**src/rtl/shift_tx8b.sv**
```systemverilog
`default_nettype none
// ============================================================================
//  Module      : shift_tx8b
//  Description : 8-bit parallel-to-serial transmitter with ready/valid load,
//                s_en bit pacing, back-to-back frame chaining and a one-cycle
//                done pulse after each completed frame.
//  Revision    : 1.0 - initial release
// ----------------------------------------------------------------------------
//  Parameters
//    MSB_FIRST   1 = bit 7 leaves first, 0 = bit 0 leaves first
//    IDLE_LEVEL  level driven on s_out while no frame is active
//  Ports
//    clk         clock, rising-edge active
//    rst_n       asynchronous active-low reset
//    p_in        parallel word to transmit
//    load_valid  p_in holds a word to send
//    load_ready  word on p_in is accepted this cycle
//    s_en        shift enable; 0 holds the current bit
//    s_out       serial data out
//    s_valid     s_out carries a frame bit
//    busy        frame in progress (same as s_valid)
//    done        one-cycle pulse after the last bit of a frame
// ============================================================================
module shift_tx8b #(
  parameter int   MSB_FIRST  = 1,
  parameter logic IDLE_LEVEL = 1'b0
) (
  input  logic       clk,
  input  logic       rst_n,
  input  logic [7:0] p_in,
  input  logic       load_valid,
  output logic       load_ready,
  input  logic       s_en,
  output logic       s_out,
  output logic       s_valid,
  output logic       busy,
  output logic       done
);

  typedef enum logic [0:0] {
    IDLE  = 1'b0,
    SHIFT = 1'b1
  } state_t;

  state_t     state;
  state_t     state_nxt;
  logic [7:0] shreg;
  logic [7:0] shreg_nxt;
  logic [7:0] shreg_shift;
  logic [2:0] cnt;
  logic [2:0] cnt_nxt;
  logic       done_r;
  logic       done_nxt;
  logic       last_bit;
  logic       accept;

  // Last bit is leaving on this edge; a new word may be taken in its place.
  assign last_bit   = (state == SHIFT) && s_en && (cnt == 3'd7);
  assign load_ready = (state == IDLE) || last_bit;
  assign accept     = load_valid && load_ready;

  // Shift toward the output end with zero fill.
  assign shreg_shift = (MSB_FIRST != 0) ? {shreg[6:0], 1'b0} : {1'b0, shreg[7:1]};

  assign s_valid = (state == SHIFT);
  assign busy    = s_valid;
  assign s_out   = (state == SHIFT) ? ((MSB_FIRST != 0) ? shreg[7] : shreg[0])
                                    : IDLE_LEVEL;
  assign done    = done_r;

  always_ff @(posedge clk or negedge rst_n) begin
    if (!rst_n) begin
      state  <= IDLE;
      shreg  <= 8'h00;
      cnt    <= 3'd0;
      done_r <= 1'b0;
    end else begin
      state  <= state_nxt;
      shreg  <= shreg_nxt;
      cnt    <= cnt_nxt;
      done_r <= done_nxt;
    end
  end

  always_comb begin
    state_nxt = state;
    shreg_nxt = shreg;
    cnt_nxt   = cnt;
    done_nxt  = 1'b0;
    case (state)
      IDLE: begin
        // s_en has no effect while idle
      end
      SHIFT: begin
        if (s_en) begin
          shreg_nxt = shreg_shift;
          cnt_nxt   = cnt + 3'd1;
          if (cnt == 3'd7) begin
            done_nxt  = 1'b1;
            state_nxt = IDLE;
          end
        end
      end
      default: state_nxt = IDLE;
    endcase
    // A load overrides the above; on the last-bit edge this chains the next
    // frame with no idle gap while done still reports the finished one.
    if (accept) begin
      state_nxt = SHIFT;
      shreg_nxt = p_in;
      cnt_nxt   = 3'd0;
    end
  end

endmodule
`default_nettype wire
```
**config.mk**
```make
export PLATFORM = sky130hd
export DESIGN_NAME = shift_tx8b
export DESIGN_NICKNAME = d
export VERILOG_FILES = /design/src/rtl/shift_tx8b.sv
export SDC_FILE = /design/constraint.sdc
export NUM_CORES = 1
export LEC_CHECK = 0
export BUFFER_PORTS_ARGS = -buffer_cell sky130_fd_sc_hd__clkbuf_2
export CORE_AREA = 8 8 56 49
export DETAILED_ROUTE_END_ITERATION = 8
export DIE_AREA = 0 0 64 57
export GPL_TIMING_DRIVEN = 0
export PLACE_DENSITY = 0.73
export SLEW_MARGIN = 10
export SYNTH_ARGS = -nofsm -noshare
export SYNTH_HDL_FRONTEND = slang
export SYNTH_SLANG_ARGS = --single-unit
export TNS_END_PERCENT = 5
```
**constraint.sdc**
```tcl
create_clock -name clk -period 1.64 [get_ports clk]
set_clock_uncertainty 0.05 [all_clocks]
set_input_delay 0.246 -clock clk [delete_from_list [all_inputs] [get_ports clk]]
set_output_delay 0.246 -clock clk [all_outputs]
set_load 0.05 [all_outputs]
```
==> run metrics, run 1 <==
area delta synth->final 29.6%; top_reg_cell synth dfrtp_1; run status completed; final core area utilization between 50 and 60%; Max VDD drop 0.701 mV; most frequent cell after synthesis dfrtp_1; Arr. time, crit path ~1.3 ns; Fmax achieved between 0.6 and 0.7 GHz; crit path max-delay cell type dfrtp_1; pwr dens about 1400 nW/um^2; CP max FO 3; vias in the first global route a little over 700; DRT iter0 DRCs 12; Mapped Nets between 80 and 90; minimum clock period around 1.6 ns; Period Utilization, post-route roughly 100%; placed cell count 110; worst-path cell chain ha_2 > ha_4 > nand2_1 > nand2_2 > buf_8; most frequent cells after synthesis 13 x dfrtp_1, 7 x mux2_2, 5 x o221a_2, 5 x o22a_1, 4 x nand2b_1; Hold WC Path Type in -> reg; vias per cell about 5.5; Hold WS about 0.23 ns; Finished Cell Area between 1000 and 1500 um^2; Buf+Inv Stages, Crit Path 1; Worst path max stage delay 0.39 ns; GR Overflow Total 0; synthesized cell area a little under 800 um^2; initial antenna violation count 0; Hold Fails Final Rpt 0; Fill cells 185; Leakage between 0.4 and 0.5 nW; Mapped Cells 69; Async S/R FF share, synth 100%; vias ~650; fraction of layout cells with a size suffix above 1 about half; WS Path Type reg -> out; DR WL/cell roughly 15 um; Worst-Margin Slew roughly 0.35 ns; drt drc 0; unrepaired setup endpoints after global routing yes; Setup Viol. Count Final 0; sequential share of the synthesized area 41.7%; Detailed Route WL ~1800 um; number of port buffers 16; Core Box Area slightly below 2000 um^2; largest net degree at the start of global routing 14; initial core utilization around two fifths; top cells by area, synth dfrtp_1 42%, mux2_2 10%, o221a_2 7.2%; First-pass DRT Iterations 4; Detail Route Antenna Nets 0; # IOs 17; Post-DP Area approximately 900 um^2; Syn Area/Cell about 11 um^2; Synth Register Bits 13; H-tree Lvls 1; die height 57 um; RD Place Congestion ~0.76; Crit. End Element primary output; CTS Buf Count 3; clock root buffer clkbuf_4; Worst-Skew Late Latency around 0.27 ns; Yosys Warn Count 0; post-synth top area cell dfrtp_1; Worst path top cell family by delay flip-flops; floorplan die width about 64 um; # rows 15; CTS tree done; Layout Cells excl Fill ~120; Clock transition at path regs about 0.070 ns; share of the synthesized area in the top cell type between 40% and 50%; DP Wirelength 1260 um; Final nets 108; CTS sink count 13; number of flops mapped to enable cells by yosys 0; Slew Limit Fails 0; Slew HR around 77%; maximum buffer depth of the clock tree 2; Die ar. ~3600 um^2; CP Data Required Time roughly 1.3 ns; library cells used by synthesis 28; Max-Cap Viols 0; first-pass GRT wire length 3300 um; antenna cell count 0; type of origin of the critical path flop; Total GRT Usage around 11%
[layer usage]
| layer | global-route usage (%) | share of wire [%] | vias up | wire length (um) |
|---|---|---|---|---|
| li1 | - | - | 313 | - |
| met4 | 3.81 | 1.5 | 0 | 27 |
| met3 | 4.10 | 6.2 | 2 | 112 |
| met1 | 13.2 | 46 | 317 | 838 |
| met5 | 0 | 0 | - | 0 |
| met2 | 18.0 | 46 | 16 | 830 |
[cell type report]
class	count	area [um^2]	share of cell area (%)
multi-input cells	49	439	43.4
plain buffers	5	40.0	3.96
repair buffers	21	145	14.3
inverters	1	3.75	0.371
clock buffers	4	26.3	2.60
flip-flops and latches	13	327	32.3
well taps	25	31.3	3.09
[what timing repair did]
item,in CTS,in global routing
hold buffers,1,0
pin swaps,1,0
hold endpoints to repair,13,0
setup buffers,4,0
setup endpoints to repair,7,7
resized for setup,8,4
[flip-flops by register name, indices dropped and copies added, names as in the netlist]
signal  flops
busy        1
cnt         3
done        1
shreg       8
[worst register-to-register path: cells and delay by family (launching register included)]
kind / cells / cell delay [ns]
flops: 1 / 0.39
compound gates: 1 / 0.29
buf+inv: 1 / 0.13
fa+ha+maj: 2 / 0.37
simple gates: 2 / 0.24
[placed cells by master, fill, tap and decap left out, types with 3 or more instances in the layout]
cell / n
a22o_1: 3
o221a_2: 5
dfrtp_1: 12
clkbuf_2: 15
a21oi_1: 3
mux2i_1: 3
buf_4: 4
nand2b_1: 4
mux2_2: 7
clkbuf_4: 4
o22a_1: 5
[metrics by stage]
step,TNS [ns],total power [mW],setup WS [ns]
4_1_cts,-0.0368,1.40,-0.0249
3_3_place_gp,-0.252,1.07,-0.0896
6_report,0,1.41,0.0105
2_1_floorplan,0,0.971,0.0426
5_1_grt,-0.113,1.52,-0.0503
3_5_place_dp,-0.328,1.09,-0.102
[power by group]
part	switching (mW)	total, mW	internal (mW)
Sequential	0.0961	0.533	0.437
Combinational	0.297	0.676	0.379
Clock	0.103	0.197	0.0941
Total	0.497	1.41	0.910
[worst paths after layout]
kind | endpoint | slack (ns) | from | cells past startpoint
max | load_ready | 0.01 | cnt[1]$_DFFE_PN0P_ | 5
min | shreg[0]$_DFFE_PN0P_ | 0.23 | p_in[0] | 3
max reg2reg | shreg[1]$_DFFE_PN0P_ | 0.06 | cnt[1]$_DFFE_PN0P_ | 6
min reg2reg | shreg[6]$_DFFE_PN0P_ | 0.53 | shreg[5]$_DFFE_PN0P_ | 1
max in group asynchronous | busy$_DFF_PN0_ | 0.91 | rst_n | 2
min in group asynchronous | shreg[5]$_DFFE_PN0P_ | 0.35 | rst_n | 2
[cell families (layout without fill, tap and decap cells)]
logic type | after synthesis | after routing | share of synthesized area (%)
compound gates | 21 | 21 | 23.1
simple gates | 15 | 15 | 11.4
flops | 13 | 13 | 41.7
mux | 11 | 11 | 15.4
buf+inv | 7 | 31 | 5.29
fa+ha+maj | 2 | 2 | 3.20
(Power assumes the default switching activity.)
==> run 2, diff against run 1 <==
- GPL_ROUTABILITY_DRIVEN: not set -> 0
- REMOVE_ABC_BUFFERS: not set -> 1
==> run metrics, run 2 (synthesis results as in run 1) <==
Die ar. 3650 um^2 (unchanged); CP Data Required Time 1.34 ns (about the same); most frequent cells in the layout 15 x clkbuf_2, 12 x dfrtp_1, 7 x mux2_2 (unchanged); failing checks setup timing; Clock transition at path regs 0.08 ns (was 0.07 ns); Largest register FFs 8 (unchanged); PnR Total Power 1.33 mW (was 1.41 mW); First-pass DRT Iterations 4 (unchanged); Post-DP Area 855 um^2 (was 896 um^2); DP Wirelength 1170 um (was 1260 um); Crit. End Element primary output (unchanged); CTS Buf Count 3 (unchanged); die height 57 um (unchanged); Slew HR 76.0% (was 76.8%); CTS sink count 13 (unchanged); Arr. time, crit path 1.39 ns (was 1.33 ns); Hold WC Path Type in -> reg (unchanged); antenna cell count 0 (unchanged); minimum clock period 1.68 ns (was 1.63 ns); Reg2Reg Depth 6 (unchanged); GR Overflow Total 0 (unchanged); # rows 15 (unchanged); Period Utilization, post-route 103% (was 99.4%); unrepaired setup endpoints after global routing yes (unchanged); Setup Viol. Count Final 1 (was 0); top flop regs shreg (8), cnt (3) (unchanged); placed cell count 104 (was 110); DR WL/cell 15.3 um (about the same); worst slack at placement -0.0535 ns (was -0.102 ns); largest net degree at the start of global routing 22 (was 14); pwr dens 1420 nW/um^2 (was 1390 nW/um^2); floorplan die width 64 um (unchanged); # IOs 17 (unchanged); initial antenna violation count 0 (unchanged); Final nets 101 (was 108); Worst-Skew Late Latency 0.28 ns (was 0.27 ns); Hold Fails Final Rpt 0 (unchanged); Leakage 0.415 nW (was 0.459 nW); Fill cells 178 (was 185); Detail Route Antenna Nets 0 (unchanged); maximum buffer depth of the clock tree 2 (unchanged); fraction of layout cells with a size suffix above 1 46.5% (was 51.6%); WS Path Type reg -> out (unchanged); CP max FO 5 (was 3); Layout Cells excl Fill 111 (was 118); first-pass GRT wire length 2830 um (was 3300 um); H-tree Lvls 1 (unchanged); Max-Cap Viols 0 (unchanged); largest register by flop count shreg (unchanged); vias 603 (was 648); run status finished with violations (was completed); Worst-Margin Slew 0.361 ns (was 0.348 ns); register area 329 um^2 (was 327 um^2); Hold Path Stages 3 (unchanged); Fmax achieved 0.594 GHz (was 0.614 GHz); initial core utilization 40.4% (unchanged); setup slack after layout -0.0431 ns (was 0.0105 ns); number of port buffers 16 (unchanged); Core Box Area 1930 um^2 (unchanged); type of origin of the critical path flop (unchanged); drt drc 0 (unchanged); Finished Cell Area 940 um^2 (was 1010 um^2); Detailed Route WL 1700 um (was 1810 um); area of the multi-input gates 434 um^2 (was 439 um^2); DRT iter0 DRCs 16 (was 12); most common cell after layout, fill and taps aside clkbuf_2 (unchanged); Total GRT Usage 9.63% (was 11.1%); Slew Limit Fails 0 (unchanged); vias in the first global route 636 (was 719); area delta synth->final 20.4% (was 29.6%); vias per cell 5.43 (was 5.49); clock root buffer clkbuf_4 (unchanged); CTS tree done (unchanged); Max VDD drop 0.802 mV (was 0.701 mV)
run 2: repair_timing:
action,4_1_cts,5_1_grt
endpoints found under the setup margin,9,2
pin swaps,1,1
hold endpoints to repair,13,0
hold buffers,1,0
setup buffers,0,2
resized for setup,6,4
cloned,0,0
run 2: metal layers:
metal	share of wire, %	up-vias	wire [um]	global-route usage (%)
met5	0	-	0	0
met4	0	0	0	3.81
li1	-	299	-	-
met1	48	289	820	10.9
met3	6.9	0	118	5.08
met2	45	15	761	14.9
run 2: layout make-up:
type                            count  share of cell area [%]
Tap cell                           25                    3.33
Timing Repair Buffer               19                    12.3
Inverter                            1                   0.399
Sequential cell                    13                    35.0
Clock buffer                        4                    2.80
Multi-Input combinational cell     49                    46.2
run 2: where the power goes:
part | total [mW] | switching, mW | internal, mW
Combinational | 0.592 | 0.275 | 0.317
Clock | 0.197 | 0.102 | 0.0944
Sequential | 0.543 | 0.105 | 0.438
run 2: metrics by stage:
stage | hold WS [ns] | utilization, % | TNS, ns
after global routing | 0.221 | 48.6 | -0.112
final | 0.207 | 48.6 | -0.0431
after CTS | 0.213 | 47.4 | -0.0788
after detailed placement | 0.111 | 44.2 | -0.244
after global placement | 0.108 | 44.2 | -0.194
after floorplan | -0.0996 | - | -4.39
run 2: worst paths after layout:
path,from,slack [ns],end
max,cnt[0]$_DFFE_PN0P_,-0.04,load_ready
min,p_in[0],0.21,shreg[0]$_DFFE_PN0P_
max reg2reg,cnt[0]$_DFFE_PN0P_,0.07,cnt[0]$_DFFE_PN0P_
min reg2reg,cnt[1]$_DFFE_PN0P_,0.48,cnt[1]$_DFFE_PN0P_
max in group asynchronous,rst_n,0.91,busy$_DFF_PN0_
min in group asynchronous,rst_n,0.34,shreg[2]$_DFFE_PN0P_
run 2: worst max-delay path, cell delays in order (launching register included):
cell     delay [ns]
dfrtp_1        0.41
ha_2           0.21
ha_4           0.18
nand2_2        0.07
nand2_2        0.07
buf_8          0.16
==> run 3, diff against run 2 <==
- REMOVE_ABC_BUFFERS: 1 -> not set
- clock period: 1.64 -> 1.6 ns (I/O delays scaled with it)
==> run metrics, run 3 (synthesis results as in run 1) <==
run status finished with violations (unchanged); failing checks setup timing (unchanged); CP max FO 3 (was 5); largest register by flop count shreg (unchanged); Period Utilization, post-route 103%; CTS tree done (unchanged); type of origin of the critical path flop (unchanged); crit path max-delay cell type dfrtp_1 (unchanged); Total GRT Usage 11.1% (was 9.63%); minimum clock period 1.65 ns; GR Overflow Total 0 (unchanged); largest net degree at the start of global routing 14 (was 22); Slew Limit Fails 0 (unchanged); drt drc 0 (unchanged); Largest register FFs 8 (unchanged); worst slack at placement -0.136 ns (was -0.0535 ns); CTS Buf Count 3 (unchanged); P_int 0.955 mW (was 0.850 mW); die height 57 um (unchanged); Setup Viol. Count Final 1 (unchanged); initial antenna violation count 0 (unchanged); Detail Route Antenna Nets 0 (unchanged); DRT iter0 DRCs 13 (was 16); Crit. End Element primary output (unchanged); initial core utilization 40.4% (unchanged); Detailed Route WL 1840 um (was 1700 um); Clk pwr share 14.1% (was 14.8%); Leakage 0.479 nW (was 0.415 nW); Gate power share 49.3% (was 44.4%); vias per cell 5.39 (was 5.43); worst-path cell chain ha_2 > ha_4 > nand2_1 > nand2_1 > buf_8 (was ha_2 > ha_4 > nand2_2 > nand2_2 > buf_8); sw frac 35.2% (was 36.2%); floorplan die width 64 um (unchanged); Hold Path Stages 3 (unchanged); WS Path Type reg -> out (unchanged); # IOs 17 (unchanged); most frequent cells in the layout 15 x clkbuf_2, 12 x dfrtp_1, 10 x buf_4 (was 15 x clkbuf_2, 12 x dfrtp_1, 7 x mux2_2); TNS Setup -0.0472 ns (was -0.0431 ns); Hold Path Origin p_in[0] (unchanged); Max VDD drop 0.763 mV (was 0.802 mV); Worst-Margin Slew 0.358 ns (was 0.361 ns); DP Wirelength 1260 um (was 1170 um); antenna cell count 0 (unchanged); placed cell count 110 (was 104); most common cell after layout, fill and taps aside clkbuf_2 (unchanged); H-tree Lvls 1 (unchanged); P_sw 0.519 mW (was 0.482 mW); setup slack after layout -0.0472 ns (was -0.0431 ns); PnR Total Power 1.47 mW (was 1.33 mW); pwr dens 1410 nW/um^2 (was 1420 nW/um^2); vias in the first global route 705 (was 636); unrepaired setup endpoints after global routing yes (unchanged); Slew HR 76.1% (was 76.0%); Critical Path Most Common Cell nand2_1 (was nand2_2); first-pass GRT wire length 3290 um (was 2830 um); CP Data Required Time 1.31 ns (was 1.34 ns); DR WL/cell 14.9 um (was 15.3 um); Hold Fails Final Rpt 0 (unchanged); R2R setup slack 0.04 ns (was 0.07 ns); Worst R2R Start cnt[1]$_DFFE_PN0P_ (was cnt[0]$_DFFE_PN0P_); Clock transition at path regs 0.08 ns (about the same); Worst-Skew Late Latency 0.27 ns (was 0.28 ns); Core Box Area 1930 um^2 (unchanged); clock root buffer clkbuf_4 (unchanged); Hold WS 0.211 ns (was 0.207 ns); Fmax achieved 0.607 GHz; Worst path max stage delay 0.40 ns (was 0.41 ns); Max-Cap Viols 0 (unchanged); # rows 15 (unchanged); First-pass DRT Iterations 4 (unchanged); Reg2Reg Depth 6 (unchanged); CTS sink count 13 (unchanged); Layout Cells excl Fill 123 (was 111); sequential share of power 36.6% (was 40.8%); vias 663 (was 603); Reg-to-Reg End shreg[1]$_DFFE_PN0P_ (was cnt[0]$_DFFE_PN0P_); maximum buffer depth of the clock tree 2 (unchanged); fraction of layout cells with a size suffix above 1 53.1% (was 46.5%); Arr. time, crit path 1.36 ns (was 1.39 ns); top flop regs shreg (8), cnt (3) (unchanged); Hold WC Path Type in -> reg (unchanged); number of port buffers 16 (unchanged); area delta synth->final 33.7% (was 20.4%); Final nets 113 (was 101); Die ar. 3650 um^2 (unchanged); Hold Path Sink shreg[0]$_DFFE_PN0P_ (unchanged)
-- run 3: worst max-delay path by stage --
| stage | endpoint | startpoint | cells past startpoint |
|---|---|---|---|
| finish | load_ready | cnt[1]$_DFFE_PN0P_ | 5 |
| global route | load_ready | cnt[0]$_DFFE_PN0P_ | 5 |
| CTS | load_ready | cnt[1]$_DFFE_PN0P_ | 5 |
| detailed placement | s_out | busy$_DFF_PN0_ | 4 |
| global placement | s_out | busy$_DFF_PN0_ | 4 |
| floorplan | s_out | busy$_DFF_PN0_ | 3 |
-- run 3: layout make-up --
cell class / instances / area, um^2
clock buffer: 4 / 26.3
inverter: 1 / 3.75
multi-input combinational: 49 / 437
fill: 183 / 890
tap: 25 / 31.3
buffer: 5 / 36.3
timing repair buffer: 26 / 183
sequential: 13 / 327
-- run 3: worst max-delay path, delay by kind of cell, from the launching register on --
kind,cells,cell delay [ns]
adder cells (fa/ha/maj),2,0.37
buffers and inverters,1,0.17
flip-flops,1,0.40
AND/OR/NAND/NOR,2,0.15
-- run 3: per-layer routing --
layer / vias to the layer above / global-route usage, % / wire [um]
met1: 322 / 13.7 / 889
li1: 322 / - / -
met2: 17 / 17.3 / 810
met4: 0 / 3.81 / 27
met5: - / 0 / 0
met3: 2 / 4.10 / 107
-- run 3: repair_timing --
action / 4_1_cts / 5_1_grt
buffers inserted: 4 / 5
gates resized for setup: 8 / 2
pin swaps: 1 / 0
endpoints found under the setup margin: 8 / 7
endpoints found under the hold margin: 13 / 0
hold buffers: 1 / 0
-- run 3: power groups by stage --
stage	Combinational, mW	Sequential, mW	Clock (mW)
after global routing	0.806	0.559	0.224
final	0.727	0.539	0.208
after global placement	0.561	0.535	0
after detailed placement	0.576	0.544	0
after floorplan	0.457	0.538	0
after CTS	0.683	0.542	0.210
-- run 3: stage by stage --
step / area [um^2] / util (%)
after floorplan: 785 / -
after global placement: 896 / 46.3
after detailed placement: 896 / 46.3
after CTS: 1000 / 51.7
after global routing: 1040 / 54.0
final: 1040 / 54.0
